File: src/rtl/dmem_arbiter_if.sv
// dmem_arbiter_if
// Bundles the two requester ports, the RAM port and the busy flag of
// dmem_arbiter into a single interface.
//
// Handshake (both requesters): a requester raises reqX with weX/addrX/
// wmaskX/wdataX stable and keeps them stable until the cycle in which gntX
// is high; that cycle is the transfer. Exactly one rvalidX pulse follows one
// cycle later (read data on rdataX, or a plain ack for writes). There is no
// back-pressure on responses.
//
// Modports:
//   slave  - the arbiter side (takes requests and ram_dout, drives the rest)
//   master - the requester/RAM side (drives requests and ram_dout)
interface dmem_arbiter_if;
  // port 0: CPU load/store
  logic        req0;
  logic        we0;
  logic [31:0] addr0;
  logic [3:0]  wmask0;
  logic [31:0] wdata0;
  logic        gnt0;
  logic        rvalid0;
  logic [31:0] rdata0;
  // port 1: loader/debug
  logic        req1;
  logic        we1;
  logic [31:0] addr1;
  logic [3:0]  wmask1;
  logic [31:0] wdata1;
  logic        gnt1;
  logic        rvalid1;
  logic [31:0] rdata1;
  // single-port data RAM
  logic        ram_en;
  logic [3:0]  ram_wea;
  logic [31:0] ram_addr;
  logic [31:0] ram_din;
  logic [31:0] ram_dout;
  // response outstanding
  logic        busy;

  modport slave (
    input  req0, we0, addr0, wmask0, wdata0,
    input  req1, we1, addr1, wmask1, wdata1,
    input  ram_dout,
    output gnt0, rvalid0, rdata0,
    output gnt1, rvalid1, rdata1,
    output ram_en, ram_wea, ram_addr, ram_din,
    output busy
  );

  modport master (
    output req0, we0, addr0, wmask0, wdata0,
    output req1, we1, addr1, wmask1, wdata1,
    output ram_dout,
    input  gnt0, rvalid0, rdata0,
    input  gnt1, rvalid1, rdata1,
    input  ram_en, ram_wea, ram_addr, ram_din,
    input  busy
  );
endinterface

File: src/rtl/dmem_arbiter.sv
// dmem_arbiter
// Shares one single-port, byte-masked 32-bit data RAM between the CPU data
// port (port 0, priority) and the loader/debug port (port 1). Port 1 is
// protected from starvation: once it has been refused MAX_WAIT consecutive
// cycles while requesting, it wins the next arbitration.
// One access is issued per cycle; its response (read data or write ack)
// appears one cycle after the grant, so back-to-back issue runs at full rate.
//
// Ports:
//   clka         clock, all state updates on the rising edge
//   rst          asynchronous active-low reset
//   bus          dmem_arbiter_if.slave (requesters, RAM, busy)
//   dbg_wait_cnt current value of the port 1 starvation counter
//
// Parameters:
//   MAX_WAIT  refusals tolerated on port 1 before it is forced through (1..15)
//   CNT_W     starvation counter width, must be able to hold MAX_WAIT
module dmem_arbiter #(
  parameter int MAX_WAIT = 4,
  parameter int CNT_W    = 4
) (
  input  logic               clka,
  input  logic               rst,
  dmem_arbiter_if.slave      bus,
  output logic [CNT_W-1:0]   dbg_wait_cnt
);

  localparam logic [CNT_W-1:0] MAX_WAIT_C = CNT_W'(MAX_WAIT);

  logic             resp_vld;
  logic             resp_own;
  logic             resp_we;
  logic [CNT_W-1:0] wait_cnt;

  logic             starve;
  logic             sel0;
  logic             sel1;
  logic             win_we;
  logic [CNT_W-1:0] wait_cnt_nxt;

  // Sub-word address bits never reach the RAM; the RAM is word addressed.
  logic unused_addr_bits;
  assign unused_addr_bits = ^{bus.addr0[1:0], bus.addr1[1:0]};

  // Arbitration and RAM drive. Everything here is gated with rst so that
  // the combinational outputs are forced low while reset is held, even if
  // a requester keeps its request up.
  always_comb begin
    starve       = 1'b0;
    sel0         = 1'b0;
    sel1         = 1'b0;
    win_we       = 1'b0;
    bus.gnt0     = 1'b0;
    bus.gnt1     = 1'b0;
    bus.ram_en   = 1'b0;
    bus.ram_wea  = 4'b0000;
    bus.ram_addr = 32'h0;
    bus.ram_din  = 32'h0;

    starve = bus.req1 && (wait_cnt >= MAX_WAIT_C);
    sel1   = rst && bus.req1 && (!bus.req0 || starve);
    sel0   = rst && bus.req0 && !sel1;

    bus.gnt0 = sel0;
    bus.gnt1 = sel1;

    if (sel1) begin
      win_we       = bus.we1;
      bus.ram_en   = 1'b1;
      bus.ram_addr = {bus.addr1[31:2], 2'b00};
      bus.ram_din  = bus.wdata1;
      bus.ram_wea  = bus.we1 ? bus.wmask1 : 4'b0000;
    end else if (sel0) begin
      win_we       = bus.we0;
      bus.ram_en   = 1'b1;
      bus.ram_addr = {bus.addr0[31:2], 2'b00};
      bus.ram_din  = bus.wdata0;
      bus.ram_wea  = bus.we0 ? bus.wmask0 : 4'b0000;
    end
  end

  // Starvation counter: counts consecutive refused cycles of a requesting
  // port 1, saturating at MAX_WAIT; any grant to port 1 or an idle port 1
  // clears it.
  always_comb begin
    wait_cnt_nxt = wait_cnt;
    if (sel1 || !bus.req1) begin
      wait_cnt_nxt = '0;
    end else if (wait_cnt < MAX_WAIT_C) begin
      wait_cnt_nxt = wait_cnt + CNT_W'(1);
    end
  end

  // Response tracking. A reset with a response pending simply drops it.
  always_ff @(posedge clka or negedge rst) begin
    if (!rst) begin
      resp_vld <= 1'b0;
      resp_own <= 1'b0;
      resp_we  <= 1'b0;
      wait_cnt <= '0;
    end else begin
      resp_vld <= sel0 || sel1;
      resp_own <= sel1;
      resp_we  <= win_we;
      wait_cnt <= wait_cnt_nxt;
    end
  end

  // Write acks carry zero data; only reads forward the RAM output.
  always_comb begin
    bus.rvalid0 = resp_vld && !resp_own;
    bus.rvalid1 = resp_vld && resp_own;
    bus.rdata0  = (bus.rvalid0 && !resp_we) ? bus.ram_dout : 32'h0;
    bus.rdata1  = (bus.rvalid1 && !resp_we) ? bus.ram_dout : 32'h0;
    bus.busy    = resp_vld;
  end

  assign dbg_wait_cnt = wait_cnt;

endmodule

File: src/flat_wrapper.sv
// flat-port wrapper written by rule: the top's interface ports become plain ports
module dmem_arbiter_flat 
#(
  parameter int MAX_WAIT = 4,
  parameter int CNT_W    = 4
)
  (clka, rst, dbg_wait_cnt, bus_req0, bus_we0, bus_addr0, bus_wmask0, bus_wdata0, bus_req1, bus_we1, bus_addr1, bus_wmask1, bus_wdata1, bus_ram_dout, bus_gnt0, bus_rvalid0, bus_rdata0, bus_gnt1, bus_rvalid1, bus_rdata1, bus_ram_en, bus_ram_wea, bus_ram_addr, bus_ram_din, bus_busy);
  dmem_arbiter_if bus_i ();
  input  logic clka;
  input  logic rst;
  output logic [CNT_W-1:0] dbg_wait_cnt;
  input wire logic [$bits(bus_i.req0)-1:0] bus_req0;
  input wire logic [$bits(bus_i.we0)-1:0] bus_we0;
  input wire logic [$bits(bus_i.addr0)-1:0] bus_addr0;
  input wire logic [$bits(bus_i.wmask0)-1:0] bus_wmask0;
  input wire logic [$bits(bus_i.wdata0)-1:0] bus_wdata0;
  input wire logic [$bits(bus_i.req1)-1:0] bus_req1;
  input wire logic [$bits(bus_i.we1)-1:0] bus_we1;
  input wire logic [$bits(bus_i.addr1)-1:0] bus_addr1;
  input wire logic [$bits(bus_i.wmask1)-1:0] bus_wmask1;
  input wire logic [$bits(bus_i.wdata1)-1:0] bus_wdata1;
  input wire logic [$bits(bus_i.ram_dout)-1:0] bus_ram_dout;
  output wire logic [$bits(bus_i.gnt0)-1:0] bus_gnt0;
  output wire logic [$bits(bus_i.rvalid0)-1:0] bus_rvalid0;
  output wire logic [$bits(bus_i.rdata0)-1:0] bus_rdata0;
  output wire logic [$bits(bus_i.gnt1)-1:0] bus_gnt1;
  output wire logic [$bits(bus_i.rvalid1)-1:0] bus_rvalid1;
  output wire logic [$bits(bus_i.rdata1)-1:0] bus_rdata1;
  output wire logic [$bits(bus_i.ram_en)-1:0] bus_ram_en;
  output wire logic [$bits(bus_i.ram_wea)-1:0] bus_ram_wea;
  output wire logic [$bits(bus_i.ram_addr)-1:0] bus_ram_addr;
  output wire logic [$bits(bus_i.ram_din)-1:0] bus_ram_din;
  output wire logic [$bits(bus_i.busy)-1:0] bus_busy;
  assign bus_i.req0 = bus_req0;
  assign bus_i.we0 = bus_we0;
  assign bus_i.addr0 = bus_addr0;
  assign bus_i.wmask0 = bus_wmask0;
  assign bus_i.wdata0 = bus_wdata0;
  assign bus_i.req1 = bus_req1;
  assign bus_i.we1 = bus_we1;
  assign bus_i.addr1 = bus_addr1;
  assign bus_i.wmask1 = bus_wmask1;
  assign bus_i.wdata1 = bus_wdata1;
  assign bus_i.ram_dout = bus_ram_dout;
  assign bus_gnt0 = bus_i.gnt0;
  assign bus_rvalid0 = bus_i.rvalid0;
  assign bus_rdata0 = bus_i.rdata0;
  assign bus_gnt1 = bus_i.gnt1;
  assign bus_rvalid1 = bus_i.rvalid1;
  assign bus_rdata1 = bus_i.rdata1;
  assign bus_ram_en = bus_i.ram_en;
  assign bus_ram_wea = bus_i.ram_wea;
  assign bus_ram_addr = bus_i.ram_addr;
  assign bus_ram_din = bus_i.ram_din;
  assign bus_busy = bus_i.busy;
  dmem_arbiter #(.MAX_WAIT(MAX_WAIT), .CNT_W(CNT_W)) u_core (.clka(clka), .rst(rst), .bus(bus_i), .dbg_wait_cnt(dbg_wait_cnt));
endmodule
File: config.mk
export PLATFORM = sky130hd
export DESIGN_NAME = dmem_arbiter_flat
export DESIGN_NICKNAME = d
export VERILOG_FILES = /design/src/rtl/dmem_arbiter_if.sv /design/src/rtl/dmem_arbiter.sv /design/src/flat_wrapper.sv
export SDC_FILE = /design/constraint.sdc
export NUM_CORES = 1
export LEC_CHECK = 0
export ABC_AREA = 1
export ABC_CLOCK_PERIOD_IN_PS = 1400
export BUFFER_PORTS_ARGS = -buffer_cell sky130_fd_sc_hd__buf_4
export CAP_MARGIN = 20
export CORE_AREA = 5 5 119 121
export CTS_BUF_LIST = sky130_fd_sc_hd__clkbuf_4 sky130_fd_sc_hd__clkbuf_8
export CTS_CLUSTER_SIZE = 24
export DETAILED_ROUTE_END_ITERATION = 8
export DIE_AREA = 0 0 124 126
export PLACE_DENSITY = 0.57
export SLEW_MARGIN = 20
export SYNTH_ARGS = -nofsm -noshare
export SYNTH_HDL_FRONTEND = slang
export SYNTH_SLANG_ARGS = --single-unit
File: constraint.sdc
create_clock -name clka -period 1.4 [get_ports clka]
set_clock_uncertainty 0.1 [all_clocks]
set_input_delay 0.07 -clock clka [delete_from_list [all_inputs] [get_ports clka]]
set_output_delay 0.07 -clock clka [all_outputs]
set_load 0.02 [all_outputs]
[Yosys cells after proc, flatten, opt, wreduce, memory -nomap -nowiden]
Index checks and enable logic that the tools add are counted.
W data, S select, Z words.
Storage, ports and cells
  bits in registers: 7
  input bits: 174
  output and inout bits: 142
  logic and storage cells: 41
Cells by class
  add/sub/neg operators: 1
  $lt $le $gt $ge: 2
  muxes and demuxes: 16
  reduce and logical (&&, ||, !) cells: 18
Operator list (number)
  $mux W32: 6
  $mux W4: 6
  $logic_and A1 B1 Y1: 9
  $logic_not A1 Y1: 5
  $add A4 B1 Y4 const B: 1
  $ge A4 B3 Y1 const B: 1
  $lt A4 B3 Y1 const B: 1
  $mux W1: 4
  $logic_or A1 B1 Y1: 3
  $reduce_bool A2 Y1: 1

[Longest topological paths before layout]
Gate-level depths: netlist of run 1.
  depth after elaboration: 8
  depth in mapped cells: 7
  depth with buffers taken out: 5

[Least setup slack after synthesis of run 1]
Ideal clock, no wire load.
  path type: flip-flop to output port
  from: register u_core.resp_vld (netlist: u_core.bus.busy)
  to: output port bus_rdata0[10]
  data arrival time: 1.530 ns
  required time: 1.230 ns
  path slack: -0.300 ns
  stages on the path, launching flop included: 6
  buffers on the path: 1
  cells stage by stage: dfrtp_1 inv_1 nor2_1 nand2_1 clkbuf_1 nor2_1
Between the ends
  longest elaborated chain between the ends: 3
RTL lines
  start: declaration: line dmem_arbiter.sv:30  | logic resp_vld;
  start signal: assignment: line dmem_arbiter.sv:102  | resp_vld <= sel0 || sel1;
  $logic_and A1 B1 Y1: line dmem_arbiter.sv:111  | bus.rvalid0 = resp_vld && !resp_own;
  net bus_rvalid0: line flat_wrapper.sv:24  | output wire logic [$bits(bus_i.rvalid0)-1:0] bus_rvalid0;
  $logic_and A1 B1 Y1: line dmem_arbiter.sv:113  | bus.rdata0 = (bus.rvalid0 && !resp_we) ? bus.ram_dout : 32'h0;
  $mux W32: line dmem_arbiter.sv:113
  end: declaration: line flat_wrapper.sv:25  | output wire logic [$bits(bus_i.rdata0)-1:0] bus_rdata0;
The timed path passes the listed nets, and every way through them passes these cells.

[Worst setup path after layout of run 1]
  from: register u_core.wait_cnt[2] (netlist: u_core.dbg_wait_cnt[2])
  to: output port bus_ram_addr[21]
Between the ends
  longest elaborated chain between the ends: 8
RTL lines
  start: declaration: line dmem_arbiter.sv:33  | logic [CNT_W-1:0] wait_cnt;
  start signal: assignment: line dmem_arbiter.sv:105  | wait_cnt <= wait_cnt_nxt;
  $ge A4 B3 Y1 (*): line dmem_arbiter.sv:60  | starve = bus.req1 && (wait_cnt >= MAX_WAIT_C);
  $logic_and A1 B1 Y1 (*): line dmem_arbiter.sv:60
  $logic_or A1 B1 Y1 (*): line dmem_arbiter.sv:61  | sel1 = rst && bus.req1 && (!bus.req0 || starve);
  $logic_and A1 B1 Y1 (*): line dmem_arbiter.sv:61
  $logic_not A1 Y1: line dmem_arbiter.sv:62  | sel0 = rst && bus.req0 && !sel1;
  $logic_and A1 B1 Y1: line dmem_arbiter.sv:62
  $mux W32: line dmem_arbiter.sv:73  | end else if (sel0) begin
  $mux W32 (*): line dmem_arbiter.sv:67  | if (sel1) begin
  end: declaration: line flat_wrapper.sv:31  | output wire logic [$bits(bus_i.ram_addr)-1:0] bus_ram_addr;
Every way passes the cells marked *; elsewhere a longest branch is shown, timed or not.

==> results of run 1 <==
==> final cells by class <==
type	instances	area (um^2)
Timing Repair Buffer	355	3460
Sequential cell	7	178
Multi-Input combinational cell	294	2210
Tap cell	176	220
Fill cell	1211	6700
Clock buffer	4	48.8
Inverter	43	165
==> metrics by stage <==
stage               power [mW]  setup TNS [ps]  util [%]  instance area (um^2)  instances
detailed placement        1.99           -1530      40.7                  5280        850
floorplan                 1.09           -3110         -                  2610        372
global placement          1.97            -826      40.7                  5280        850
CTS                       2.58          -23590      47.3                  6140        873
global route              2.77          -31890      48.4                  6280        879
finish                    2.61          -20760      48.4                  6280        879
==> Yosys cell counts <==
cell,count
inv_1,41
xnor2_1,1
nor2_1,71
nand2_2,1
ha_1,1
buf_6,2
buf_8,2
a21oi_2,1
conb_1,1
nand4_1,4
nor2_4,1
buf_2,14
nand2_1,140
nand2_4,2
nand3_2,20
clkbuf_1,6
dfrtp_1,7
buf_4,5
nand3_1,47
inv_2,2
a21oi_1,2
==> repair_timing <==
action / in CTS / in global routing
endpoints found under the setup margin: 129 / 137
hold endpoints to repair: 7 / 0
pin swaps: 10 / 14
setup buffers: 12 / 8
cloned: 6 / 3
hold buffers: 1 / 0
resized for setup: 144 / 39
==> final timing paths <==
path	slack, ps	start	end	depth (start not counted)
max	-300	u_core.dbg_wait_cnt[2]	bus_ram_addr[21]	7
min	-2	bus_we1	u_core.resp_we	3
max reg2reg	20	u_core.dbg_wait_cnt[2]	u_core.resp_we	7
min reg2reg	480	u_core.dbg_wait_cnt[0]	u_core.dbg_wait_cnt[0]	2
max in group asynchronous	860	rst	u_core.dbg_wait_cnt[2]	3
min in group asynchronous	200	rst	u_core.resp_own	3
==> registers in the layout, indices dropped and copies added, names as in the netlist <==
name,cells
u_core.resp_own,1
u_core.resp_we,1
u_core.dbg_wait_cnt,4
u_core.bus.busy,1
==> critical path, delay by kind of cell (launching register included) <==
kind	cells	cell delay (ps)
AOI/OAI and AO/OA	1	100
buffers and inverters	3	450
DFF	1	410
and+or+nand+nor	3	340
==> report_power, final <==
group	leakage, nW	total, mW	switching [mW]	internal, mW
registers	0.0892	0.231	0.0129	0.218
logic	3.08	2.09	1.03	1.06
clock network	0.0262	0.291	0.0758	0.215
total	3.20	2.61	1.11	1.50
==> kinds of logic (layout without fill, tap and decap cells) <==
kind of cell / after synthesis / count (layout)
buf+inv: 72 / 402
fa+ha+maj: 1 / 1
simple gates: 286 / 287
other cells: 1 / 2
flops: 7 / 7
compound gates: 3 / 3
xor+xnor: 1 / 1
==> metal layers <==
metal  vias to the layer above  GRT usage, %  share of wire, %  routed length, um
li1                       1791             -                 -                  -
met3                        12          4.71                11               1580
met4                         0          3.41               1.8                251
met5                         -             0                 0                  0
met1                      1664          15.0                32               4500
met2                       210          31.5                54               7510
==> results.cfg, run 1 <==
[final_layout]
syn2layout_area_growth_pct = 239
layout_commonest_cell = buf_4
finalNetCount = 879
most-common-layout-cells = buf_4, buf_6, nand2_1
drive_gt1_share_pct = 70.7
diodes = 0

[grt]
grt_use_total_pct = 15.6
grt_max_degree = 37
grt_pass1_vias = 3893
grt_first_pass_wirelength_um = 19600
gr-total-overflow = 0
antenna_found_initial = 0

[placed_design]
io_buffers = 309
dpl.hpwl_um = 10600
routabilityCongestion = 0.801
dp_slack_ps = -50.1

[clock_tree]
clk_latency_ps = 220
ctsLongestPathBuffers = 2
numCtsBuffers = 3
numClockSinks = 7
cts-root-buf = clkbuf_8
cts_tree = built
cts-htree-levels = 1
clk_pin_slew_worst_paths_ps = 40

[worst_setup_path]
critPathLaunchType = register
slowest_stage = dfrtp_2
worstSetupEndpointType = output port
crit_required_ps = 1230
crit_path_cell_trace = nor2_4 -> a21oi_4 -> buf_4 -> buf_12 -> nand2_1 -> nand2_4 -> buf_4
arrival_ps = 1530
cp_max_fo = 18
critPathKind = reg2out
critPathMaxStageDelay_ps = 410
cp_common_cell = buf_4

[timing]
slew_violations = 0
period_share_pct = 121
hold_ws_ps = -2.23
setup_viol = 132
min_period_ps = 1700
max_freq_ghz = 0.589
rsz0062_at_grt = yes
hold_viol = 1
setup_slack_ps = -299

[drt]
vias = 3677
totalWireLength_um = 13800
drtAntennaViolNets = 0
drt_iter0_drc = 90
drt-pass1-iter-count = 4
drc = 0
post_drt_wl_per_cell_um = 15.7
vias_per_cell = 4.18

[logic_synthesis]
yosys_register_bits = 7
synth.distinct_cells = 21
synth_fa_ha_area_share_pct = 0.674
synth_top_family_by_area = simple AND/OR/NAND/NOR gates
yosys_warnings = 0
synth-simple-area-share_pct = 69.7
avgSynthCellArea_um2 = 5.00
syn_inst = 371
synth_xor_xnor_area_share_pct = 0.472
synth_top_area_cell = nand2_1
synth_compound_area_share_pct = 1.01
synthMuxAreaShare_pct = 0
seq_area_frac_synth_pct = 9.44
synth_area_um2 = 1860
synth_area_leaders = nand2_1, nor2_1, nand3_1, nand3_2, dfrtp_1
synth_top_area_share_pct = 28.3

[floorplan]
die_w_um = 124
core_um2 = 13000
start_util_pct = 14.3
num_io_pins = 316
dieArea_um2 = 15600
die_y_um = 126
rows = 42

[outcome]
violations = hold timing, setup timing
status = complete, but fails checks

[job]
drv_cap = 0

[power_and_ir_drop]
power_density_nw_per_um2 = 415
ir_drop_uv = 222
leakage_nw = 3.20

[min_path]
hold_class = in2reg
Note: power is estimated with default switching activity, not from simulation.
==> run 2: changes to the inputs <==
- CTS_CLUSTER_SIZE: 24 -> 25
- HOLD_SLACK_MARGIN: default -> 0.08
- REMOVE_ABC_BUFFERS: default -> 1
==> run 2 against run 1 <==
  * The flow finishes with violations (setup timing)
  * Sequential power hardly changed
  * First-iteration DRC count is 8.9% higher
  * Design area is 2.2% higher
==> results.cfg, run 2 (synthesized netlist as in run 1, its figures left out) <==
[final_layout]
fin_cells = 883
most-common-layout-cells = buf_4, buf_6, nor2_4
diodes = 0
finalNetCount = 883
layout_commonest_cell = buf_4
drive_gt1_share_pct = 76.0
largest_reg_flops = 4
syn2layout_area_growth_pct = 246

[floorplan]
core_um2 = 13000
start_util_pct = 14.3
num_io_pins = 316
rows = 42
die_y_um = 126
dieArea_um2 = 15600
die_w_um = 124

[placed_design]
dp_slack_ps = -67.1
dpl.hpwl_um = 10100
placed_cells = 845
routabilityCongestion = 0.851
io_buffers = 309

[power_and_ir_drop]
ir_drop_uv = 288
power_density_nw_per_um2 = 413
power_mw = 2.65
leakage_nw = 3.38

[clock_tree]
numCtsBuffers = 3
cts_tree = built
ctsLongestPathBuffers = 2
clk_pin_slew_worst_paths_ps = 40
numClockSinks = 7
cts-root-buf = clkbuf_8
clk_latency_ps = 220
cts-htree-levels = 1

[worst_setup_path]
cp_top_family = simple AND/OR/NAND/NOR gates
crit_buf_inv = 2
crit_path_cell_trace = nor2_4 -> nand2_4 -> nand2_8 -> buf_12 -> nand3_1 -> nand2_2 -> buf_6
critPathLaunchType = register
crit_required_ps = 1230
cp_max_fo = 22
worstSetupEndpointType = output port
critPathMaxStageDelay_ps = 400
critPathKind = reg2out
slowest_stage = dfrtp_1
arrival_ps = 1490

[drt]
drt-pass1-iter-count = 4
drc = 0
drt_iter0_drc = 98
vias = 3718
post_drt_wl_per_cell_um = 17.6
totalWireLength_um = 15500
vias_per_cell = 4.21
drtAntennaViolNets = 0

[timing]
slew_violations = 0
rsz0062_at_grt = yes
setup_slack_ps = -263
hold_viol = 0
min_period_ps = 1660
period_share_pct = 119
setup_viol = 132
max_freq_ghz = 0.601

[grt]
grt_use_total_pct = 16.0
grt_max_degree = 40
antenna_found_initial = 0
grt_first_pass_wirelength_um = 20000
grt_pass1_vias = 3857
gr-total-overflow = 0

[job]
drv_cap = 0

[min_path]
hold_class = in2reg

[outcome]
violations = setup timing
status = complete, but fails checks
## run 2: cell types whose count changed in the layout (fill, tap and decap cells not counted), moves of 2 or more
| cell | delta |
|---|---|
| nand2_1 | -37 |
| dfrtp_2 | -2 |
| nand3_4 | -13 |
| buf_6 | +8 |
| nand3_1 | -4 |
| buf_4 | -8 |
| buf_12 | -7 |
| nand3_2 | +17 |
| buf_16 | +4 |
| dlygate4sd3_1 | +4 |
| nand2_8 | -2 |
| clkbuf_16 | +5 |
| dfrtp_1 | +2 |
| nand2_2 | +37 |
## run 2: area by class of cell
type | count | area, um^2
clock buffer | 4 | 48.8
fill | 1193 | 6560
inverter | 43 | 164
multi-input combinational | 293 | 2200
sequential | 7 | 175
tap | 176 | 220
timing repair buffer | 360 | 3610
## run 2: per-stage QoR
step	util [%]	hold slack (ps)	instance area, um^2	setup TNS (ps)
4_1_cts	43.2	108	5610	-22900
3_3_place_gp	34.3	-102	4450	-470
3_5_place_dp	34.3	-101	4450	-730
2_1_floorplan	-	-326	1680	-112020
5_1_grt	49.5	142	6420	-30650
6_report	49.5	123	6420	-21860
## run 2: path summary, 6_finish.rpt
kind                                         from                      to  slack (ps)  cells after the start
max in group asynchronous                     rst         u_core.resp_own         680                      3
min reg2reg                u_core.dbg_wait_cnt[0]  u_core.dbg_wait_cnt[0]         500                      2
min in group asynchronous                     rst  u_core.dbg_wait_cnt[1]         280                      3
max reg2reg                u_core.dbg_wait_cnt[3]         u_core.resp_own          10                      6
max                        u_core.dbg_wait_cnt[3]         bus_ram_din[24]        -260                      7
min                                      bus_req1         u_core.bus.busy         120                      3
## run 2: routing by layer
| layer | wire (um) | global-route usage, % | part of all wire (%) | vias to the layer above |
|---|---|---|---|---|
| met5 | 0 | 0 | 0 | - |
| met1 | 5740 | 17.6 | 37 | 1694 |
| met2 | 8060 | 30.8 | 52 | 204 |
| met4 | 155 | 2.45 | 1.0 | 0 |
| met3 | 1540 | 4.39 | 9.9 | 14 |
| li1 | - | - | - | 1806 |
## run 2: what timing repair did
item                                    in CTS  in global routing
hold buffers                                 5                  0
gates cloned                                 7                  9
resized for setup                          219                174
endpoints found under the setup margin     131                135
pin swaps                                    7                 13
endpoints found under the hold margin       10                  0
buffers inserted                            11                  4
## run 2: report_power, final
part / switching [mW] / internal [mW]
clock: 0.0800 / 0.216
sequential: 0.0138 / 0.218
combinational: 1.06 / 1.07
## run 2: tightest hold or removal path: cells and delay by family
kind,cells,cell delay [ps]
buffers and inverters,1,80
AND/OR/NAND/NOR,2,240
